### src/rtl/not16_arbiter.sv
// not16_arbiter: N_REQ-way arbiter in front of a Not16 (bitwise NOT) datapath.
// Each operation is a 3-cycle IDLE -> EXEC -> ACK sequence.
// Default arbitration is round-robin.
// Defining NOT16_ARB_FIXED_PRIORITY_EN selects fixed priority instead (lowest index wins).
module not16_arbiter #(
  parameter int unsigned N_REQ = 4,
  parameter int unsigned WIDTH = 16
) (
  input  logic                       clk,
  input  logic                       rst,
  input  logic [N_REQ-1:0]           req,
  input  logic [N_REQ*WIDTH-1:0]     data_in,
  output logic [N_REQ-1:0]           grant,
  output logic [N_REQ-1:0]           ack,
  output logic [WIDTH-1:0]           out,
  output logic                       out_valid,
  output logic [$clog2(N_REQ)-1:0]   out_id,
  output logic                       busy
);

  localparam int unsigned IDX_W = $clog2(N_REQ);

  typedef enum logic [1:0] {
    IDLE = 2'd0,
    EXEC = 2'd1,
    ACK  = 2'd2
  } state_t;

  state_t           state;
  state_t           state_nxt;
  logic             capture_c;
  logic             complete_c;
  logic             finish_c;
  logic [IDX_W-1:0] win_idx_c;
  logic             win_found_c;
  logic [WIDTH-1:0] win_data_c;
  logic [WIDTH-1:0] operand;
  logic [IDX_W-1:0] cur_idx;

`ifdef NOT16_ARB_FIXED_PRIORITY_EN
  // Fixed priority: the lowest asserted request index wins
  always_comb begin
    win_idx_c   = '0;
    win_found_c = 1'b0;
    for (int i = N_REQ - 1; i >= 0; i--) begin
      if (req[i]) begin
        win_idx_c   = IDX_W'(i);
        win_found_c = 1'b1;
      end
    end
  end
`else
  logic [IDX_W-1:0] last_grant;
  logic [IDX_W:0]   cand_c;

  // Round-robin: scan from last_grant+1 (wrapping); the nearest asserted request wins.
  // The loop runs from the farthest offset down to the nearest,
  // so the nearest asserted request writes last and takes priority.
  always_comb begin
    win_idx_c   = '0;
    win_found_c = 1'b0;
    cand_c      = '0;
    for (int i = N_REQ; i >= 1; i--) begin
      cand_c = {1'b0, last_grant} + (IDX_W+1)'(i);
      if (cand_c >= (IDX_W+1)'(N_REQ)) begin
        cand_c = cand_c - (IDX_W+1)'(N_REQ);
      end
      if (req[cand_c[IDX_W-1:0]]) begin
        win_idx_c   = cand_c[IDX_W-1:0];
        win_found_c = 1'b1;
      end
    end
  end

  // Round-robin pointer: index N_REQ-1 after reset, so requester 0 is searched first
  always_ff @(posedge clk or posedge rst) begin
    if (rst) begin
      last_grant <= IDX_W'(N_REQ - 1);
    end else if (capture_c) begin
      last_grant <= win_idx_c;
    end
  end
`endif

  // Select the winner's operand slice
  always_comb begin
    win_data_c = '0;
    for (int i = 0; i < N_REQ; i++) begin
      if (win_idx_c == IDX_W'(i)) begin
        win_data_c = data_in[i*WIDTH +: WIDTH];
      end
    end
  end

  // FSM state register
  always_ff @(posedge clk or posedge rst) begin
    if (rst) begin
      state <= IDLE;
    end else begin
      state <= state_nxt;
    end
  end

  // FSM next state and datapath strobes
  always_comb begin
    state_nxt  = state;
    capture_c  = 1'b0;
    complete_c = 1'b0;
    finish_c   = 1'b0;
    case (state)
      IDLE: begin
        if (win_found_c) begin
          capture_c = 1'b1;
          state_nxt = EXEC;
        end
      end
      EXEC: begin
        complete_c = 1'b1;
        state_nxt  = ACK;
      end
      ACK: begin
        finish_c  = 1'b1;
        state_nxt = IDLE;
      end
      default: state_nxt = IDLE;
    endcase
  end

  // Capture the winner, run the NOT, and drive the registered outputs
  always_ff @(posedge clk or posedge rst) begin
    if (rst) begin
      grant     <= '0;
      ack       <= '0;
      out       <= '0;
      out_valid <= 1'b0;
      out_id    <= '0;
      busy      <= 1'b0;
      operand   <= '0;
      cur_idx   <= '0;
    end else begin
      busy <= (state_nxt != IDLE);
      if (capture_c) begin
        grant   <= N_REQ'(1) << win_idx_c;
        operand <= win_data_c;
        cur_idx <= win_idx_c;
      end
      if (complete_c) begin
        out       <= ~operand;
        out_id    <= cur_idx;
        ack       <= grant;
        out_valid <= 1'b1;
      end
      if (finish_c) begin
        grant     <= '0;
        ack       <= '0;
        out_valid <= 1'b0;
      end
    end
  end

endmodule

### config.mk
export PLATFORM = sky130hd
export DESIGN_NAME = not16_arbiter
export DESIGN_NICKNAME = d
export VERILOG_FILES = /design/src/rtl/not16_arbiter.sv
export SDC_FILE = /design/constraint.sdc
export NUM_CORES = 1
export LEC_CHECK = 0
export ABC_AREA = 1
export BUFFER_PORTS_ARGS = -buffer_cell sky130_fd_sc_hd__buf_4
export CORE_MARGIN = 2
export CORE_UTILIZATION = 53
export CTS_CLUSTER_SIZE = 28
export DETAILED_ROUTE_END_ITERATION = 6
export GPL_TIMING_DRIVEN = 0
export PLACE_DENSITY_LB_ADDON = 0.2
export SYNTH_ARGS = -nofsm -noshare
export SYNTH_HDL_FRONTEND = slang
export SYNTH_SLANG_ARGS = --single-unit
### constraint.sdc
create_clock -name clk -period 3.4 [get_ports clk]
set_input_delay 0.68 -clock clk [delete_from_list [all_inputs] [get_ports clk]]
set_output_delay 0.68 -clock clk [all_outputs]
set_load 0.005 [all_outputs]
== Word level (Yosys, flattened, before mapping) ==
Index checks and enable logic that the tools add are counted.
Storage, ports and cells
  flip-flop bits (word level): 50
  bits of input ports: 70
  output and inout bits: 28
  logic and storage cells: 74
Operators by class
  add/sub/neg operators: 8
  magnitude comparators: 8
  eq/ne operators: 5
  shifts and indexed selects: 1
  muxes and demuxes: 36
  bitwise logic cells: 1
  reduce and logical (&&, ||, !) cells: 5
Operators by type and width (count)
  $mux 16: 4
  $mux 2: 9
  $mux 4: 4
  $not 16->16: 1
  $mux 1: 14
  $ge 3x3->1 const B: 4
  $lt 2x3->1 const B: 4
  $bmux 1 s2: 4
  $sub 2x1->2 const B: 4
  $add 2x2->3 const B: 2
  $eq 2x2->1 const B: 3
  $reduce_bool 2->1: 3
  $eq 2x1->1 const B: 2
  $logic_not 2->1: 2
  $pmux 2 s2: 1
  $shl 1x2->4 const A: 1
  $add 2x1->3 const B: 1
  $add 2x3->3 const B: 1

== Longest topological paths before layout ==
  word-level depth: 14
  depth in mapped cells: 16
  gate-level depth less buffers: 14

== Worst setup path before layout ==
OpenSTA, ideal clock, no wires.
  kind: input to register
  from: in req[1]
  to: reg operand[0]
  setup time: 0.116 ns
  arrival: 1.776 ns
  required time: 3.284 ns
  setup slack: 1.507 ns
  cell stages on the path: 14
  buffers on the path: 2
  cell sequence: inv_1 nand2_1 nand3_1 nand2_1 inv_1 nand2_2 nand3b_1 nand2_4 buf_6 buf_8 o21ai_2 nand3_1 nand2_1 nand2_1
Between the ends
  word-level cells in the longest chain between the ends: 11
Ends and longest elaborated chain
  start: declaration: RTL line 11  | input logic [N_REQ-1:0] req,
  $bmux 1 s2: RTL line 68  | if (req[cand_c[IDX_W-1:0]]) begin
  $mux 1 (implied by the code): RTL line 68
  $mux 2 (4 in series): RTL line 68
  $logic_not 2->1: RTL line 89  | if (win_idx_c == IDX_W'(i)) begin
  $mux 16 (4 in series): RTL line 89
  end signal: assignment: RTL line 144  | operand <= win_data_c;
  end: declaration: RTL line 37  | logic [WIDTH-1:0] operand;
Parallel ways exist; a longest one is shown, timed or not. The select of a mux whose other input is x is not followed.
A chain may end at the register's enable or synchronous reset.

== Final worst setup path ==
  from: reg last_grant[0]
  to: reg operand[10]
Between the ends
  word-level cells in the longest chain between the ends: 14
Ends and longest elaborated chain
  start: declaration: RTL line 53  | logic [IDX_W-1:0] last_grant;
  start signal: assignment: RTL line 78  | last_grant <= IDX_W'(N_REQ - 1);
  start signal: assignment: RTL line 80  | last_grant <= win_idx_c;
  $add 2x3->3: RTL line 64  | cand_c = {1'b0, last_grant} + (IDX_W+1)'(i);
  $ge 3x3->1 / $sub 2x1->2 (equally long branches): RTL line 65, 66
  $mux 2: RTL line 65  | if (cand_c >= (IDX_W+1)'(N_REQ)) begin
  $bmux 1 s2: RTL line 68
  $mux 1 (implied by the code): RTL line 68
  $mux 2 (4 in series): RTL line 68
  $logic_not 2->1: RTL line 89
  $mux 16 (4 in series): RTL line 89
Parallel ways exist; a longest one is shown, timed or not. The select of a mux whose other input is x is not followed.

==> summary.md <==
| Metric | Value |
|---|---|
| Vias in the first global route | `approximately 2,300` |
| Total gr overflow | `0` |
| Setup TNS | `0 ps` |
| Crit Path Max Fanout | `10` |
| Setup violators final | `0` |
| CTS buffer count | `5` |
| Sequential area share after synthesis | `approximately 46%` |
| Post-CTS Hold Buffers | `0` |
| Critical Path RT | `roughly 3600 ps` |
| Pwr/cell area | `roughly 1100 nW/µm²` |
| # rows | `26` |
| Post-Syn Area per Cell | `just under 8 µm²` |
| Slew headroom | `65.3%` |
| # DRC | `0` |
| Core Area | `between 5000 and 6000 µm²` |
| Avg WL per Cell | `between 10 and 15 µm` |
| Status | `complete, no violations` |
| CTS-repair resized insts | `0` |
| Synthesized flop and latch total | `50` |
| Antenna violation net count after detailed routing | `0` |
| Die Y | `~76 µm` |
| Post-DP HPWL | `about 5300 µm` |
| Overall routed net length | `around 6800 µm` |
| Final period utilization | `~67%` |
| P_int | `~2.2 mW` |
| Share of the synthesized area in the top cell type | `44.3%` |
| RSZ-0062 raised after global routing | `false` |
| Gate Count Post-Synth | `around 350` |
| Port bufs | `97` |
| Post-synthesis cell type count | `28` |
| Placed instance area | `around 3500 µm²` |
| Leak pwr | `1.99 nW` |
| Die Width | `approximately 76 µm` |
| Worst-Margin Slew | `519 ps` |
| Max cap viols | `0` |
| Root buf cell | `clkbuf_8` |
| CP max stage cell | `dfstp_2` |
| Initial antenna violation count | `0` |
| Pwr Total | `approximately 4.1 mW` |
| # nets final | `526` |
| Most used cell, CP | `nand2_1` |
| Via count | `2,630` |
| Post-CTS Setup Repair Bufs | `0` |
| Total net switching power | `between 1.5 and 2 mW` |
| Worst path max stage delay | `about 540 ps` |
| Switching Fraction | `between 40 and 50%` |
| Initial Utilization | `54.1%` |
| CTS sink cnt | `50` |
| Critical path type | `reg -> reg` |
| First-pass GRT wire length | `~10,000 µm` |
| Peak supply drop | `0.718 mV` |
| Critical path cell sequence | `buf_6, inv_6, nand2_1, nand2_1, nand2_1, nor3_1, nor2_1, clkinv_1, buf_2, nand2_1, nand2_1` |
| Dpl cells | `516` |
| Final Skew | `between 10 and 15 ps` |
| Synth Warn # | `0` |
| Worst Path Arrival | `approximately 2500 ps` |
| Layout Utilization | `73.0%` |
| Final Hold Violating Endpoints | `0` |
| Area Growth Syn to Fin | `34.9%` |
| Setup crit end kind | `flop` |
| Tightest Hold Check Type | `in -> async` |
| Ports | `98` |
| Logic pwr share | `between 60% and 70%` |
| Reg power frac | `approximately 25%` |
| CTS max path bufs | `2` |
| Clk Latency, worst-skew pair | `~300 ps` |
| Fin. max-slew vios | `0` |
| Number of diodes | `0` |
| H-tree levels | `2` |
| Largest net degree at the start of global routing | `28` |
| Worst-path clk slew | `roughly 90 ps` |
| Die ar. | `around 5700 µm²` |
| Final std cells w/o fill | `roughly 520` |
| Fmax | `441 MHz` |
| Drt first pass iters | `4` |
| Gr usage total | `around a quarter` |
| Gpl congestion | `~0.90` |
| Design area | `3660 µm²` |
| CTS tree | `yes` |
| Synthesized Nets | `about 420` |
| Initial DRC count | `between 150 and 200` |
| Top post-synthesis cells by area | `dfrtp_1 44%, nand2_1 18%, o21ai_0 7.4%, inv_1 5.4%, nand3_1 4.4%` |
| Period minus WS final | `roughly 2300 ps` |
| Clock network fraction of total power | `about a tenth` |
| Layout cell share with drive strength beyond 1 | `33.3%` |
| Vias/cell | `about 5.0` |
| Startpoint types | `flop` |
| Dominant cell type by area after synthesis | `dfrtp_1` |
| Syn Std Cell Area | `2710 µm²` |
-- registers in the layout, summed over array words and instances, names as in the netlist --
signal / count
ack: 4
busy: 1
cur_idx: 2
grant: 4
last_grant: 2
operand: 16
out: 16
out_id: 2
out_valid: 1
state: 2
-- Yosys cell counts (all sizes together) --
cell	number
o22ai	6
dfstp	2
buf	10
dfrtp	48
or2	1
a21oi	2
o21ai	52
nor2	4
inv	43
nor3	1
nand3	25
o32ai	2
nand2	143
nand3b	1
clkbuf	4
ha	3
clkinv	1
-- metrics by stage --
step / hold WS, ps / setup WS, ps
6_report: 408 / 1130
5_1_grt: 447 / 973
4_1_cts: 431 / 1180
3_5_place_dp: 459 / 1130
3_3_place_gp: 447 / 964
2_1_floorplan: 440 / 1510
-- power groups by stage --
stage	sequential, mW	combinational, mW	clock, mW
after floorplan	1.05	1.89	0
after global placement	1.05	2.61	0
after detailed placement	1.06	2.68	0
after CTS	1.05	2.70	0.414
after global routing	1.08	3.01	0.445
final	1.05	2.69	0.410
-- cell type report --
cell class | instances | area [µm²]
Fill cell | 419 | 1350
Clock buffer | 6 | 72.6
Clock inverter | 2 | 37.5
Timing Repair Buffer | 98 | 748
Tap cell | 70 | 87.6
Buffer | 14 | 106
Sequential cell | 50 | 1250
Multi-Input combinational cell | 240 | 1180
Inverter | 44 | 170
-- placed cells by master (no fill, tap or decap), drive strengths merged --
cell type	instances
a21oi	2
clkbuf	10
clkinvlp	1
or2	1
clkinv	1
dfstp	2
nand3	25
inv	43
nand3b	1
o32ai	2
ha	3
o21ai	52
dfrtp	48
nand2	143
bufinv	1
nor3	1
nor2	4
buf	108
o22ai	6
-- path summary, 6_finish.rpt --
kind / from / end / slack [ps] / depth (start not counted)
setup / recovery: last_grant[0] / operand[10] / 1130 / 11
hold / removal: rst / out_valid / 410 / 2
setup reg to reg: last_grant[0] / operand[10] / 1130 / 11
hold reg to reg: operand[4] / out[4] / 470 / 1
max in group asynchronous: rst / out[4] / 2470 / 3
min in group clk: operand[4] / out[4] / 470 / 1
-- metal layers --
| layer | GRT usage (%) | part of all wire, % |
|---|---|---|
| met5 | 0 | 0 |
| met4 | 7.02 | 1.8 |
| met2 | 38.9 | 48 |
| met3 | 4.10 | 6.5 |
| met1 | 33.9 | 44 |
-- worst max-delay path: cells and delay by family (launching register included) --
family / cells / cell delay (ps)
buffers and inverters: 4 / 880
flip-flops: 1 / 540
AND/OR/NAND/NOR: 7 / 750
-- kinds of logic (layout without fill, tap and decap cells) --
group | after synthesis | in the layout | share of synthesized area (%)
adder cells (fa/ha/maj) | 3 | 3 | 1.38
AND/OR/NAND/NOR | 175 | 175 | 28.8
AO/OA/AOI/OAI | 62 | 62 | 13.4
buffers and inverters | 58 | 164 | 10.2
flip-flops | 50 | 50 | 46.2
Power figures use the tool's default switching activity.
